===== config.mk =====
export PLATFORM = sky130hd
export DESIGN_NAME = gps_tx_buffer
export DESIGN_NICKNAME = d
export VERILOG_FILES = /design/src/rtl/gps_tx_buffer.sv
export SDC_FILE = /design/constraint.sdc
export NUM_CORES = 1
export LEC_CHECK = 0
export CORE_AREA = 4 4 303 305
export CTS_BUF_LIST = sky130_fd_sc_hd__clkbuf_4
export CTS_CLUSTER_SIZE = 8
export DETAILED_ROUTE_END_ITERATION = 6
export DIE_AREA = 0 0 307 309
export PLACE_DENSITY_LB_ADDON = 0.1
export SETUP_SLACK_MARGIN = 0.02
export SLEW_MARGIN = 20
export SYNTH_ARGS = -nofsm -noshare
export SYNTH_HDL_FRONTEND = slang
export SYNTH_SLANG_ARGS = --single-unit

===== constraint.sdc =====
create_clock -name clock_50mhz -period 6.3 [get_ports clock_50mhz]
set_input_delay 0.945 -clock clock_50mhz [delete_from_list [all_inputs] [get_ports clock_50mhz]]
set_output_delay 0.945 -clock clock_50mhz [all_outputs]
set_load 0.01 [all_outputs]

===== src/rtl/gps_tx_buffer.sv =====
// gps_tx_buffer: 64-byte transmit buffer for the GPS UART link.
// The host loads 32-bit words by word address while the block is idle.
// A send command then streams the bytes in order to the UART TX core.
// The handshake is a one-cycle start pulse followed by waiting on the
// core's busy flag. A timeout guards against a busy flag that never rises.
module gps_tx_buffer #(
    parameter int ACK_TIMEOUT = 1000
) (
    input  logic        clock_50mhz,
    input  logic        reset_n,
    input  logic        write_en,
    input  logic [3:0]  address_in,
    input  logic [31:0] write_data,
    input  logic        send,
    input  logic [6:0]  send_length,
    input  logic        tx_busy,
    output logic [7:0]  tx_data,
    output logic        tx_start,
    output logic        busy,
    output logic        done,
    output logic [6:0]  bytes_sent
);

    localparam int TIMER_W = (ACK_TIMEOUT > 2) ? $clog2(ACK_TIMEOUT) : 1;
    localparam logic [TIMER_W-1:0] TIMER_LAST = TIMER_W'(ACK_TIMEOUT - 1);
    localparam logic [TIMER_W-1:0] TIMER_ONE  = TIMER_W'(1);
    localparam logic [6:0]         MAX_LEN    = 7'd64;

    typedef enum logic [2:0] {
        IDLE      = 3'd0,
        LOAD      = 3'd1,
        START     = 3'd2,
        WAIT_ACK  = 3'd3,
        WAIT_DONE = 3'd4,
        FINISH    = 3'd5
    } state_t;

    state_t               state_r;
    logic [7:0]           buffer_r [0:63];
    logic [1:0]           sync_r;
    logic [6:0]           len_r;
    logic [5:0]           idx_r;
    logic [TIMER_W-1:0]   timer_r;

    logic                 busy_s;
    logic                 write_ok_s;
    logic [6:0]           len_clamped_s;
    logic                 last_byte_s;

    assign busy_s      = sync_r[1];
    assign write_ok_s  = write_en && (state_r == IDLE);
    assign last_byte_s = (({1'b0, idx_r} + 7'd1) == len_r);

    // Clamp the requested frame length to the buffer size.
    always_comb begin
        len_clamped_s = send_length;
        if (send_length > MAX_LEN) begin
            len_clamped_s = MAX_LEN;
        end else begin
            len_clamped_s = send_length;
        end
    end

    // Byte storage: word writes only while idle, so it is frozen during a frame.
    always_ff @(posedge clock_50mhz) begin
        if (write_ok_s) begin
            buffer_r[{address_in, 2'b00}] <= write_data[7:0];
            buffer_r[{address_in, 2'b01}] <= write_data[15:8];
            buffer_r[{address_in, 2'b10}] <= write_data[23:16];
            buffer_r[{address_in, 2'b11}] <= write_data[31:24];
        end
    end

    // Two-flop synchronizer for the asynchronous UART busy flag.
    always_ff @(posedge clock_50mhz or negedge reset_n) begin
        if (!reset_n) begin
            sync_r <= 2'b00;
        end else begin
            sync_r <= {sync_r[0], tx_busy};
        end
    end

    // Frame sequencer with registered handshake and status outputs.
    always_ff @(posedge clock_50mhz or negedge reset_n) begin
        if (!reset_n) begin
            state_r    <= IDLE;
            len_r      <= 7'd0;
            idx_r      <= 6'd0;
            timer_r    <= '0;
            tx_data    <= 8'd0;
            tx_start   <= 1'b0;
            busy       <= 1'b0;
            done       <= 1'b0;
            bytes_sent <= 7'd0;
        end else begin
            done <= 1'b0;
            case (state_r)
                IDLE: begin
                    if (send && (send_length != 7'd0)) begin
                        len_r      <= len_clamped_s;
                        idx_r      <= 6'd0;
                        bytes_sent <= 7'd0;
                        busy       <= 1'b1;
                        state_r    <= LOAD;
                    end
                end
                LOAD: begin
                    tx_data <= buffer_r[idx_r];
                    state_r <= START;
                end
                START: begin
                    tx_start <= 1'b1;
                    timer_r  <= '0;
                    state_r  <= WAIT_ACK;
                end
                WAIT_ACK: begin
                    tx_start <= 1'b0;
                    if (busy_s) begin
                        state_r <= WAIT_DONE;
                    end else if (tx_start) begin
                        // The ack window is counted from the cycle after the start pulse.
                        timer_r <= '0;
                    end else if (timer_r == TIMER_LAST) begin
                        state_r <= WAIT_DONE;
                    end else begin
                        timer_r <= timer_r + TIMER_ONE;
                    end
                end
                WAIT_DONE: begin
                    if (!busy_s) begin
                        bytes_sent <= bytes_sent + 7'd1;
                        if (last_byte_s) begin
                            state_r <= FINISH;
                        end else begin
                            idx_r   <= idx_r + 6'd1;
                            state_r <= LOAD;
                        end
                    end
                end
                FINISH: begin
                    done    <= 1'b1;
                    busy    <= 1'b0;
                    state_r <= IDLE;
                end
                default: begin
                    state_r  <= IDLE;
                    tx_start <= 1'b0;
                    busy     <= 1'b0;
                end
            endcase
        end
    end

endmodule


==> results.yml <==
route:
  drcViolationCount: 0
  routed_via_density: 4.48
  drt.antenna.violating_nets: 0
  wire_per_inst_um: 23.0
  wirelength_mm: 62.1
  detail_route.first_pass.iterations: 4
  drt_iter0_drc: 764
  dr_total_vias: 12100
sta:
  hold_viol: 0
  setup_viol: 0
  relSlewSlack: 0.283
  grt_setup_unrepaired: "false"
  clock.fmax_ghz: 0.292
  clock_skew_ns: 0.0460
  slew_viol_final: 0
  tightest_slew_ns: 1.08
  fin_crit_sh: 0.545
  tns_ns: 0
  post-route-min-period_ns: 3.43
  fin_ws_ns: 2.87
synth:
  synthMuxAreaShare: 0.140
  synth-simple-area-share: 0.0445
  async_flop_share: 0.0824
  ys_types: 49
  ys_seq_area_frac: 0.747
  synthXorXnorAreaFrac: 0.00554
  synth_nets: 1262
  ys_ff_latch: 558
  syn_inst: 1211
  netlist.area_leader.share: 0.695
  avgSynthCellArea_sq_um: 18.3
  synth_fa_ha_area_frac: 0.00170
  synth_top_family_by_area: "multiplexers"
  ys.flop_type: "edfxtp_1"
  synth_edf_count: 512
  yosysWarnings: 0
  synth_area_leaders: "edfxtp_1 69%, mux2i_1 5.8%, dfrtp_1 5.2%, mux4_2 4.8%, mux4_1 3.0%"
  syn-cell-area_sq_mm: 0.0221
  yosys.area.top_type: "edfxtp_1"
  synth_compound_area_frac: 0.0459
global_routing:
  grt_usage: 0.132
  overflow: 0
  grt_pass1_vias: 12900
  grt_antenna_before_repair: 5
  grt_pass1_wl_mm: 89.9
  grt_max_degree: 99
setup_path:
  cp-startpoint: "idx_r[2]$_DFFE_PN0P_"
  cpMaxStageDelayCell: "dfrtp_4"
  end_kind: "flip-flop"
  crit_chain: "buf_12, mux4_1, mux4_2, o22ai_1, nor2_1, a21oi_1, o21ai_1"
  rr_endpoint: "tx_data[6]$_DFFE_PN0P_"
  critPathArrivalTime_ns: 4.24
  ff2ff_setup_slack_ns: 2.87
  criticalPathCategory: "flip-flop to flip-flop"
  rr_worst_depth: 7
  worst_ep_required_time_ns: 7.11
  path_max_fanout: 98
  critPathCapture: "tx_data[6]$_DFFE_PN0P_"
  slowest_delay_ns: 1.04
  rr_startpoint: "idx_r[2]$_DFFE_PN0P_"
  crit_path_start_kind: "flip-flop"
clock_network:
  htreeDepth: 4
  numCtsBuffers: 158
  cts_buffer_depth: 3
  cts_root_buffer: "clkbuf_4"
  post-cts-setup-buffer-count: 0
  worstSkewPairLatency_ns: 0.97
  cts.reportedPaths.clkPinSlew_ns: 0.07
  cts_tree: "done"
  cts.sink_count: 558
  cts_resized: 0
power_and_ir_drop:
  ir_drop_uv: 148
  p_leak_nw: 8.29
  power_density_mw_per_mm2: 341
  total_power_mw: 9.01
hold_path:
  hold_depth: 0
  hold_path.class: "flip-flop to flip-flop"
placed_design:
  gp_congestion: 0.698
  place_ws_ns: 2.72
  hpwl_mm: 34.5
  portBuffers: 65
die:
  die_x_um: 307
  die_h_um: 309
  start_util: 0.248
  coreArea_sq_mm: 0.0893
  io_pins: 66
  num_rows: 110
  die_area_sq_mm: 0.0949
job:
  maxCapViolCount: 0
layout:
  area_delta_synth_final_pct: 19.6
  fillerInstances: 8852
  layout.nets: 1454
  layout-drive-gt1-share: 0.242
run_status:
  status: "finished clean"
[metal layers]
layer | track usage | wire (um) | vias to the layer above | share of wire
met5 | 0 | 0 | - | 0
met4 | 0.0485 | 1500 | 0 | 0.024
met3 | 0.0355 | 2770 | 116 | 0.045
met2 | 0.213 | 29500 | 285 | 0.47
met1 | 0.172 | 28400 | 6298 | 0.46
li1 | - | - | 5384 | -
[worst max-delay path, delay by kind of cell (launching register included)]
kind	cells	cell delay (ns)
and+or+nand+nor	1	0.14
buffers and inverters	1	0.57
DFF	1	1.04
AOI/OAI and AO/OA	3	0.45
muxes	2	0.90
[Yosys cell counts (4+ instances only)]
cell,n
and3_1,5
mux2i_1,129
mux2_2,8
edfxtp_1,512
a22oi_1,48
buf_2,20
inv_1,4
mux4_2,47
nor2_1,46
nand4_1,5
clkbuf_1,34
nor2b_1,14
o22ai_1,9
a211oi_1,8
a41oi_1,10
xnor2_1,6
mux4_1,25
o21ai_1,8
o21ai_0,31
nand2b_1,15
a21oi_1,27
o31ai_1,6
buf_1,4
nand2_1,53
buf_4,5
xor2_1,8
nor3_1,7
dfrtp_1,46
nand3_1,39
[per-stage QoR]
step | util | std cells | hold slack [ns] | instance area, sq um
4_1_cts | 0.296 | 2689 | 0.318 | 26500
3_5_place_dp | 0.273 | 2418 | 0.361 | 24400
6_report | 0.296 | 2697 | 0.360 | 26500
2_1_floorplan | - | 1211 | 0.331 | 22100
5_1_grt | 0.296 | 2695 | 0.346 | 26500
3_3_place_gp | 0.272 | 2414 | 0.344 | 24300
[final cells by class]
class | count | area [sq um] | share of cell area
diodes | 8 | 20.0 | 0.000756
clock buffers | 230 | 1730 | 0.0652
clock inverters | 40 | 340 | 0.0129
inverters | 4 | 15.0 | 0.000567
multi-input cells | 582 | 5390 | 0.203
flip-flops and latches | 558 | 16500 | 0.625
well taps | 1176 | 1470 | 0.0556
repair buffers | 99 | 981 | 0.0371
[report_power, final]
part,switching (mW),internal [mW],leakage [nW]
combinational,0.706,0.517,1.86
sequential,0.156,4.17,5.20
clock,1.55,1.91,1.22
[cell usage in the layout, fill, tap and decap left out, types with 21 or more instances in the layout]
cell	Yosys	layout
o21ai_0	31	30
clkinv_1	0	21
buf_4	5	28
dfrtp_1	46	42
nor2_1	46	32
clkdlybuf4s50_1	0	64
mux4_2	47	47
edfxtp_1	512	512
nand3_1	39	39
nand2_1	53	53
clkbuf_4	0	230
a21oi_1	27	27
mux2i_1	129	129
mux4_1	25	25
a22oi_1	48	48
[what timing repair did]
action / 4_1_cts / 5_1_grt
endpoints found under the hold margin: 27 / 0
hold buffers: 1 / 0
endpoints found under the setup margin: 0 / 0
[worst min-delay path by stage]
stage	from	end	slack (ns)
after floorplan	sync_r[0]$_DFF_PN0_	sync_r[1]$_DFF_PN0_	0.33
after global placement	sync_r[0]$_DFF_PN0_	sync_r[1]$_DFF_PN0_	0.34
after detailed placement	sync_r[0]$_DFF_PN0_	sync_r[1]$_DFF_PN0_	0.36
after CTS	tx_busy	sync_r[0]$_DFF_PN0_	0.32
after global routing	tx_busy	sync_r[0]$_DFF_PN0_	0.35
final	sync_r[0]$_DFF_PN0_	sync_r[1]$_DFF_PN0_	0.36
[flip-flops by register name, summed over array words and instances (netlist names)]
signal and cells:
sync_r 2, idx_r 6, timer_r 10, tx_start 1, bytes_sent 7, state_r 3
done 1, tx_data 8, len_r 7, buffer_r 512, busy 1
[kinds of logic after synthesis]
group | count (synthesis)
AND/OR/NAND/NOR | 200
AO/OA/AOI/OAI | 156
XOR/XNOR | 14
multiplexers | 209
buffers and inverters | 71
adder cells (fa/ha/maj) | 3
flip-flops | 558
Power figures use the tool's default switching activity.
